$ cat src/rtl/bank_write_dispatcher_if.sv
// ---------------------------------------------------------------------------
// bank_write_dispatcher_if
// Bundles the load-control, input-stream and bank-write signals of the
// 16-bank write dispatcher.
//   start, skew_en       : load control (pulse + bank mapping select)
//   in_valid/in_data     : input word stream, in_ready is the backpressure
//   Q_in/wr_addr/wr_en   : broadcast data, shared row address, one-hot bank WE
//   busy/done            : transaction status
// master = stream producer / controller, slave = dispatcher.
// ---------------------------------------------------------------------------
interface bank_write_dispatcher_if #(
    parameter int DATA_W     = 16,
    parameter int ADDR_WIDTH = 6
);
    logic                  start;
    logic                  skew_en;
    logic                  in_valid;
    logic [DATA_W-1:0]     in_data;
    logic                  in_ready;
    logic [DATA_W-1:0]     Q_in;
    logic [ADDR_WIDTH-1:0] wr_addr;
    logic [15:0]           wr_en;
    logic                  busy;
    logic                  done;

    modport master (
        output start, skew_en, in_valid, in_data,
        input  in_ready, Q_in, wr_addr, wr_en, busy, done
    );

    modport slave (
        input  start, skew_en, in_valid, in_data,
        output in_ready, Q_in, wr_addr, wr_en, busy, done
    );
endinterface

$ cat src/rtl/bank_write_dispatcher.sv
// ---------------------------------------------------------------------------
// bank_write_dispatcher
// Distributes a stream of N_WORDS coefficients over 16 memory banks. Each
// accepted word produces, one cycle later, a one-hot bank write enable, the
// shared row address and the broadcast write data. With skew enabled the
// bank is rotated by the row number so that both a full row and a full
// column can later be read without bank conflicts.
// Ports:
//   clk  : clock
//   rst  : synchronous active-high reset
//   bus  : bank_write_dispatcher_if.slave (start, skew_en, in_valid, in_data,
//          in_ready, Q_in, wr_addr, wr_en, busy, done)
// ---------------------------------------------------------------------------
module bank_write_dispatcher #(
    parameter int N_WORDS    = 1024,
    parameter int ADDR_WIDTH = 6,
    parameter int IDX_WIDTH  = 10,
    parameter int DATA_W     = 16
) (
    input  logic                    clk,
    input  logic                    rst,
    bank_write_dispatcher_if.slave  bus
);

    typedef enum logic [1:0] {
        S_IDLE,
        S_LOAD,
        S_FLUSH,
        S_DONE
    } state_t;

    state_t                r_state;
    logic [IDX_WIDTH-1:0]  r_idx;
    logic                  r_skew_q;
    logic                  r_in_ready;
    logic                  r_busy;
    logic                  r_done;
    logic [DATA_W-1:0]     r_q_in;
    logic [ADDR_WIDTH-1:0] r_wr_addr;
    logic [15:0]           r_wr_en;

    logic                  w_accept;
    logic [IDX_WIDTH-5:0]  w_row;
    logic [3:0]            w_col;
    logic [3:0]            w_bank;

    // Rotating the column by the low row bits places consecutive rows on
    // shifted banks; the 4-bit add wraps modulo 16.
    function automatic logic [3:0] map_bank(input logic [3:0] col,
                                            input logic [3:0] row_lsb,
                                            input logic       skew);
        return skew ? (col + row_lsb) : col;
    endfunction

    // r_in_ready is high exactly in LOAD, so it doubles as the state qualifier
    assign w_accept = r_in_ready & bus.in_valid;
    assign w_row    = r_idx[IDX_WIDTH-1:4];
    assign w_col    = r_idx[3:0];
    assign w_bank   = map_bank(w_col, w_row[3:0], r_skew_q);

    always_ff @(posedge clk) begin
        if (rst) begin
            r_state    <= S_IDLE;
            r_idx      <= '0;
            r_skew_q   <= 1'b0;
            r_in_ready <= 1'b0;
            r_busy     <= 1'b0;
            r_done     <= 1'b0;
            r_q_in     <= '0;
            r_wr_addr  <= '0;
            r_wr_en    <= '0;
        end else begin
            // write enable and done are single-cycle pulses unless re-asserted
            r_wr_en <= '0;
            r_done  <= 1'b0;
            case (r_state)
                S_IDLE: begin
                    if (bus.start) begin
                        r_skew_q   <= bus.skew_en;
                        r_idx      <= '0;
                        r_state    <= S_LOAD;
                        r_in_ready <= 1'b1;
                        r_busy     <= 1'b1;
                    end
                end
                S_LOAD: begin
                    if (w_accept) begin
                        r_q_in    <= bus.in_data;
                        r_wr_addr <= ADDR_WIDTH'(w_row);
                        r_wr_en   <= 16'h0001 << w_bank;
                        if (r_idx == IDX_WIDTH'(N_WORDS - 1)) begin
                            r_idx      <= '0;
                            r_state    <= S_FLUSH;
                            r_in_ready <= 1'b0;
                        end else begin
                            r_idx <= r_idx + IDX_WIDTH'(1);
                        end
                    end
                end
                S_FLUSH: begin
                    // the last write is on the outputs during this cycle
                    r_state <= S_DONE;
                    r_done  <= 1'b1;
                end
                S_DONE: begin
                    r_state <= S_IDLE;
                    r_busy  <= 1'b0;
                end
                default: begin
                    r_state    <= S_IDLE;
                    r_in_ready <= 1'b0;
                    r_busy     <= 1'b0;
                end
            endcase
        end
    end

    assign bus.in_ready = r_in_ready;
    assign bus.Q_in     = r_q_in;
    assign bus.wr_addr  = r_wr_addr;
    assign bus.wr_en    = r_wr_en;
    assign bus.busy     = r_busy;
    assign bus.done     = r_done;

endmodule

$ cat src/flat_wrapper.sv
// flat-port wrapper written by rule: the top's interface ports become plain ports
module bank_write_dispatcher_flat 
#(
    parameter int N_WORDS    = 1024,
    parameter int ADDR_WIDTH = 6,
    parameter int IDX_WIDTH  = 10,
    parameter int DATA_W     = 16
)
  (clk, rst, bus_start, bus_skew_en, bus_in_valid, bus_in_data, bus_in_ready, bus_Q_in, bus_wr_addr, bus_wr_en, bus_busy, bus_done);
  bank_write_dispatcher_if #(.DATA_W(DATA_W), .ADDR_WIDTH(ADDR_WIDTH)) bus_i ();
  input  logic clk;
  input  logic rst;
  input wire logic [$bits(bus_i.start)-1:0] bus_start;
  input wire logic [$bits(bus_i.skew_en)-1:0] bus_skew_en;
  input wire logic [$bits(bus_i.in_valid)-1:0] bus_in_valid;
  input wire logic [$bits(bus_i.in_data)-1:0] bus_in_data;
  output wire logic [$bits(bus_i.in_ready)-1:0] bus_in_ready;
  output wire logic [$bits(bus_i.Q_in)-1:0] bus_Q_in;
  output wire logic [$bits(bus_i.wr_addr)-1:0] bus_wr_addr;
  output wire logic [$bits(bus_i.wr_en)-1:0] bus_wr_en;
  output wire logic [$bits(bus_i.busy)-1:0] bus_busy;
  output wire logic [$bits(bus_i.done)-1:0] bus_done;
  assign bus_i.start = bus_start;
  assign bus_i.skew_en = bus_skew_en;
  assign bus_i.in_valid = bus_in_valid;
  assign bus_i.in_data = bus_in_data;
  assign bus_in_ready = bus_i.in_ready;
  assign bus_Q_in = bus_i.Q_in;
  assign bus_wr_addr = bus_i.wr_addr;
  assign bus_wr_en = bus_i.wr_en;
  assign bus_busy = bus_i.busy;
  assign bus_done = bus_i.done;
  bank_write_dispatcher #(.N_WORDS(N_WORDS), .ADDR_WIDTH(ADDR_WIDTH), .IDX_WIDTH(IDX_WIDTH), .DATA_W(DATA_W)) u_core (.clk(clk), .rst(rst), .bus(bus_i));
endmodule
$ cat config.mk
export PLATFORM = sky130hd
export DESIGN_NAME = bank_write_dispatcher_flat
export DESIGN_NICKNAME = d
export VERILOG_FILES = /design/src/rtl/bank_write_dispatcher_if.sv /design/src/rtl/bank_write_dispatcher.sv /design/src/flat_wrapper.sv
export SDC_FILE = /design/constraint.sdc
export NUM_CORES = 1
export LEC_CHECK = 0
export ABC_AREA = 1
export BUFFER_PORTS_ARGS = -buffer_cell sky130_fd_sc_hd__buf_2
export CORE_UTILIZATION = 45
export DETAILED_ROUTE_END_ITERATION = 12
export HOLD_SLACK_MARGIN = 0.06
export PLACE_DENSITY = 0.77
export SLEW_MARGIN = 5
export SYNTH_ARGS = -nofsm -noshare
export SYNTH_HDL_FRONTEND = slang
export SYNTH_SLANG_ARGS = --single-unit
$ cat constraint.sdc
create_clock -name clk -period 2.1 [get_ports clk]
set_input_delay 0 -clock clk [delete_from_list [all_inputs] [get_ports clk]]
set_output_delay 0 -clock clk [all_outputs]
set_load 0.005 [all_outputs]
# After elaboration in Yosys (flattened, before gate mapping)
# Cells that the tools add are included.
[totals]
out_inout_bits = 41
wordCells = 47
register_bits = 54
in_bits = 21
[op_classes]
eq_ne = 7
add_sub_neg = 2
reduce_logical = 10
n_bitwise = 3
n_mux = 15
n_shift = 1
[ops]
columns = ["op", "n"]
rows = [
  ["two-way mux 10 bit", 3],
  ["one-hot mux 10 bit (2 select lines)", 1],
  ["<< shifter 1 x 4 -> 16 bit, first input constant", 1],
  ["adder 10 x 1 -> 10 bit, second input constant", 1],
  ["== test 10 bit, second input constant", 1],
  ["one-hot mux 2 bit (4 select lines)", 1],
  ["two-way mux 2 bit", 3],
  ["AND reduction 2 bit", 3],
  ["AND reduction 3 bit", 2],
  ["adder 4 bit", 1],
  ["== test 2 bit, second input constant", 2],
  ["two-way mux 1 bit", 4],
  ["two-way mux 4 bit", 1],
  ["inequality test 2 x 1 -> 1 bit, second input constant", 2],
  ["one-hot mux 1 bit (2 select lines)", 2],
  ["AND reduction 4 bit", 1],
  ["nonzero test 2 bit", 2],
  ["OR reduction 3 bit", 1],
  ["== test 2 x 1 -> 1 bit, second input constant", 1],
  ["zero test 2 bit", 1],
  ["inequality test 2 bit, second input constant", 1],
  ["inverter 1 bit", 2],
  ["AND 1 bit", 1],
]

# Logic depth before layout (Yosys ltp)
[logic_depth]
ltp_word = 4
mapped_depth = 9
mapped_depth_nobuf = 9

# Worst setup path after synthesis
# Ideal clock, no wire load.
[synth_path]
path_kind = "register to register"
from = "reg u_core.r_idx[0]"
to = "reg u_core.r_wr_en[9] (netlist: u_core.bus.wr_en[9])"
arrival_time_ps = 1609
setup_ps = 66
path_buffers = 0
setup_slack_ps = 424
path_stages_with_launch = 10
period_less_slack_ps = 1676
required_ps = 2034
path_cell_list = "dfxtp_1 ha_1 inv_1 fa_1 nand2_1 o21ai_0 inv_1 nor2_1 nand2_1 nor2_1"
[synth_via]
elab_chain_len = 3
[synth_lines]
columns = ["element", "line_no", "rtl"]
rows = [
  ["start: declaration", "bank_write_dispatcher.sv:33", "logic [IDX_WIDTH-1:0] r_idx;"],
  ["start signal: assignment", "bank_write_dispatcher.sv:96", "r_idx <= r_idx + IDX_WIDTH'(1);"],
  ["adder 4 bit", "bank_write_dispatcher.sv:52", "return skew ? (col + row_lsb) : col;"],
  ["two-way mux 4 bit (*)", "bank_write_dispatcher.sv:52", ""],
  ["<< shifter 1 x 4 -> 16 bit (*)", "bank_write_dispatcher.sv:90", "r_wr_en <= 16'h0001 << w_bank;"],
  ["end signal: assignment", "bank_write_dispatcher.sv:90", ""],
  ["end: declaration", "bank_write_dispatcher.sv:40", "logic [15:0] r_wr_en;"],
]
# Mark *: on every way between the ends. The rest lies on a longest branch, timed or not.
# A chain may end at the register's enable or synchronous reset.

# Worst setup path after layout
[layout_path]
from = "reg u_core.r_idx[0]"
to = "reg u_core.r_wr_en[13] (netlist: u_core.bus.wr_en[13])"
# Same word-level chain as after synthesis.

==> results.sh <==
export IMPL_setup_viol=0
export IMPL_ctsRootBufferMaster="clkbuf_8"
export IMPL_crit_arrival_ns=2.10
export IMPL_ys_warn_count=0
export IMPL_cts_num_sinks=54
export IMPL_vias=1965
export IMPL_drtPass1Iterations=4
export IMPL_hpwl_mm=3.14
export IMPL_die_y_um=71.8
export IMPL_slew_violations=0
export IMPL_synth_ff_type="dfxtp_1"
export IMPL_end_kind="flip-flop"
export IMPL_final_cell_area_um2=2890
export IMPL_grt_max_degree=29
export IMPL_drc=0
export IMPL_maxCapViolCount=0
export IMPL_antenna_left=0
export IMPL_rsz0062_at_grt="false"
export IMPL_cts_resized=0
export IMPL_place_area_um2=2560
export IMPL_netlist_area_um2=2190
export IMPL_worst_pin_slew_ns=0.421
export IMPL_yosys_area_top_type_share=0.493
export IMPL_multi_input_area_um2=918
export IMPL_ir_worst_vdd_mv=0.553
export IMPL_period_needed_ns=1.87
export IMPL_n_fill_cell=403
export IMPL_cts_tree="yes"
export IMPL_synth_area_leaders="dfxtp_1 49%, a21oi_1 7.5%, inv_1 7.0%"
export IMPL_worstPathRequired_ns=2.33
export IMPL_cp_start_kind="flip-flop"
export IMPL_initial_utilization=0.467
export IMPL_powerDensity_nw_per_um2=959
export IMPL_synthCells=277
export IMPL_ioPinCount=62
export IMPL_die_area_um2=5150
export IMPL_yosys_area_top_type="dfxtp_1"
export IMPL_synth_async_reset_ratio=0
export IMPL_synth_common_cells="54 x dfxtp_1, 41 x inv_1, 41 x nand2_1"
export IMPL_antenna_found_initial=0
export IMPL_wire_per_inst_um=11.2
export IMPL_fin_nets=390
export IMPL_dp_cells=388
export IMPL_post_cts_buffers=0
export IMPL_synth_yosys_seq_area_share=0.493
export IMPL_die_w_um=71.8
export IMPL_worstHoldPathType="primary input to flip-flop"
export IMPL_seq_area_um2=1080
export IMPL_critPathMaxFanout=6
export IMPL_cts_hold_buffers=19
export IMPL_drt_initial_drc_count=85
export IMPL_cts_clk_slew_worst_paths_ns=0.09
export IMPL_syn_avg_cell_area_um2=7.91
export IMPL_max_freq_mhz=536
export IMPL_fin_crit_sh=0.889
export IMPL_layout_cells_non_filler=415
export IMPL_slew_headroom=0.719
export IMPL_drive_gt1_frac=0.233
export IMPL_numCtsBuffers=5
export IMPL_grt_pass1_wl_mm=7.76
export IMPL_antenna_cells=0
export IMPL_routed_wl_mm=4.64
export IMPL_fp_row_count=25
export IMPL_grtUsageTotal=0.189
export IMPL_synth_seq_cells=54
export IMPL_status="completed"
export IMPL_grt_overflow=0
export IMPL_cts_buffer_depth=2
export IMPL_grt_pass1_vias=1809
export IMPL_finClkSkew_ns=0.0107
export IMPL_syn_nets=307
export IMPL_core_area_um2=4690
export IMPL_gp_congestion=0.809
export IMPL_ys_types=27
export IMPL_critPathKind="flip-flop to flip-flop"
export IMPL_htreeDepth=2
export IMPL_area_delta_synth_final_pct=31.9
export IMPL_synth_edff_count=0
export IMPL_synth_most_common_cell="dfxtp_1"
export IMPL_leakagePower_nw=1.30
export IMPL_vias_per_cell=4.73
export IMPL_clk_latency_ns=0.30
export IMPL_finalHoldViolations=0
export IMPL_finalSetupTns_ns=0
export IMPL_port_buffers=61
sequential cells by signal, indices dropped and copies added (netlist names):
| name | flops |
|---|---|
| u_core.bus.busy | 1 |
| u_core.r_skew_q | 1 |
| u_core.bus.wr_addr | 6 |
| u_core.r_idx | 10 |
| u_core.r_state | 2 |
| u_core.bus.done | 1 |
| u_core.bus.wr_en | 16 |
| u_core.bus.Q_in | 16 |
| u_core.bus.in_ready | 1 |
final cells by class:
type | instances | share of cell area
multi-input cells | 172 | 0.318
clock buffers | 6 | 0.0286
well taps | 54 | 0.0234
flip-flops and latches | 54 | 0.374
clock inverters | 2 | 0.0208
inverters | 45 | 0.0585
repair buffers | 82 | 0.177
critical path, cell delays in order (launching register included):
cell,delay [ns]
dfxtp_1,0.45
ha_1,0.20
inv_1,0.05
fa_1,0.47
nand2_1,0.05
o21ai_0,0.14
inv_1,0.11
nor2_1,0.14
nand2_1,0.09
nor2_1,0.10
metrics by stage:
step	setup WS (ns)	hold slack (ns)	util	total power, mW
4_1_cts	0.238	0.274	0.616	2.78
6_report	0.233	0.279	0.616	2.77
5_1_grt	0.0928	0.320	0.616	2.94
3_5_place_dp	0.270	0.277	0.545	1.93
2_1_floorplan	0.424	0.0691	-	1.73
3_3_place_gp	0.341	0.270	0.545	1.91
path summary, 6_finish.rpt:
kind	to	start	depth (start not counted)	slack [ns]
worst min-delay path	u_core.bus.wr_en[4]	bus_in_valid	5	0.28
worst max register to register	u_core.bus.wr_en[13]	u_core.r_idx[0]	9	0.23
worst max-delay path	u_core.bus.wr_en[13]	u_core.r_idx[0]	9	0.23
worst min register to register	u_core.bus.Q_in[8]	u_core.bus.Q_in[8]	2	0.45
cell usage in the layout, fill, tap and decap left out, drive strengths merged:
cell         synthesis  layout
a21oi               33      33
a221oi               1       1
buf                  0      63
bufinv               0       2
clkbuf               6       6
dfxtp               54      54
dlygate4sd3          0      19
fa                   1       1
ha                   8       8
inv                 45      45
nand2               44      44
nand3               11      11
nand4                3       3
nor2                32      32
nor3                 3       3
nor4                 1       1
o21ai               27      27
or2                  2       2
xnor2                2       2
xor2                 4       4
where the power goes:
group          internal, mW  switching [mW]
Combinational         0.281           0.454
Clock                 0.508           0.325
Sequential             1.12          0.0821
Total                  1.91           0.860
logic make-up after synthesis:
logic type      Yosys count  synth area share
buf+inv                  51            0.0874
flops                    54             0.493
compound gates           61             0.143
xor+xnor                  6            0.0240
simple gates             96             0.198
fa+ha+maj                 9            0.0548
routing by layer:
metal	routed length, µm	track usage	vias to the layer above
met5	0	0	-
met4	51	0.0654	0
met3	177	0.0309	5
met2	2290	0.334	39
met1	2120	0.232	878
li1	-	-	1043
Power figures use the tool's default switching activity.
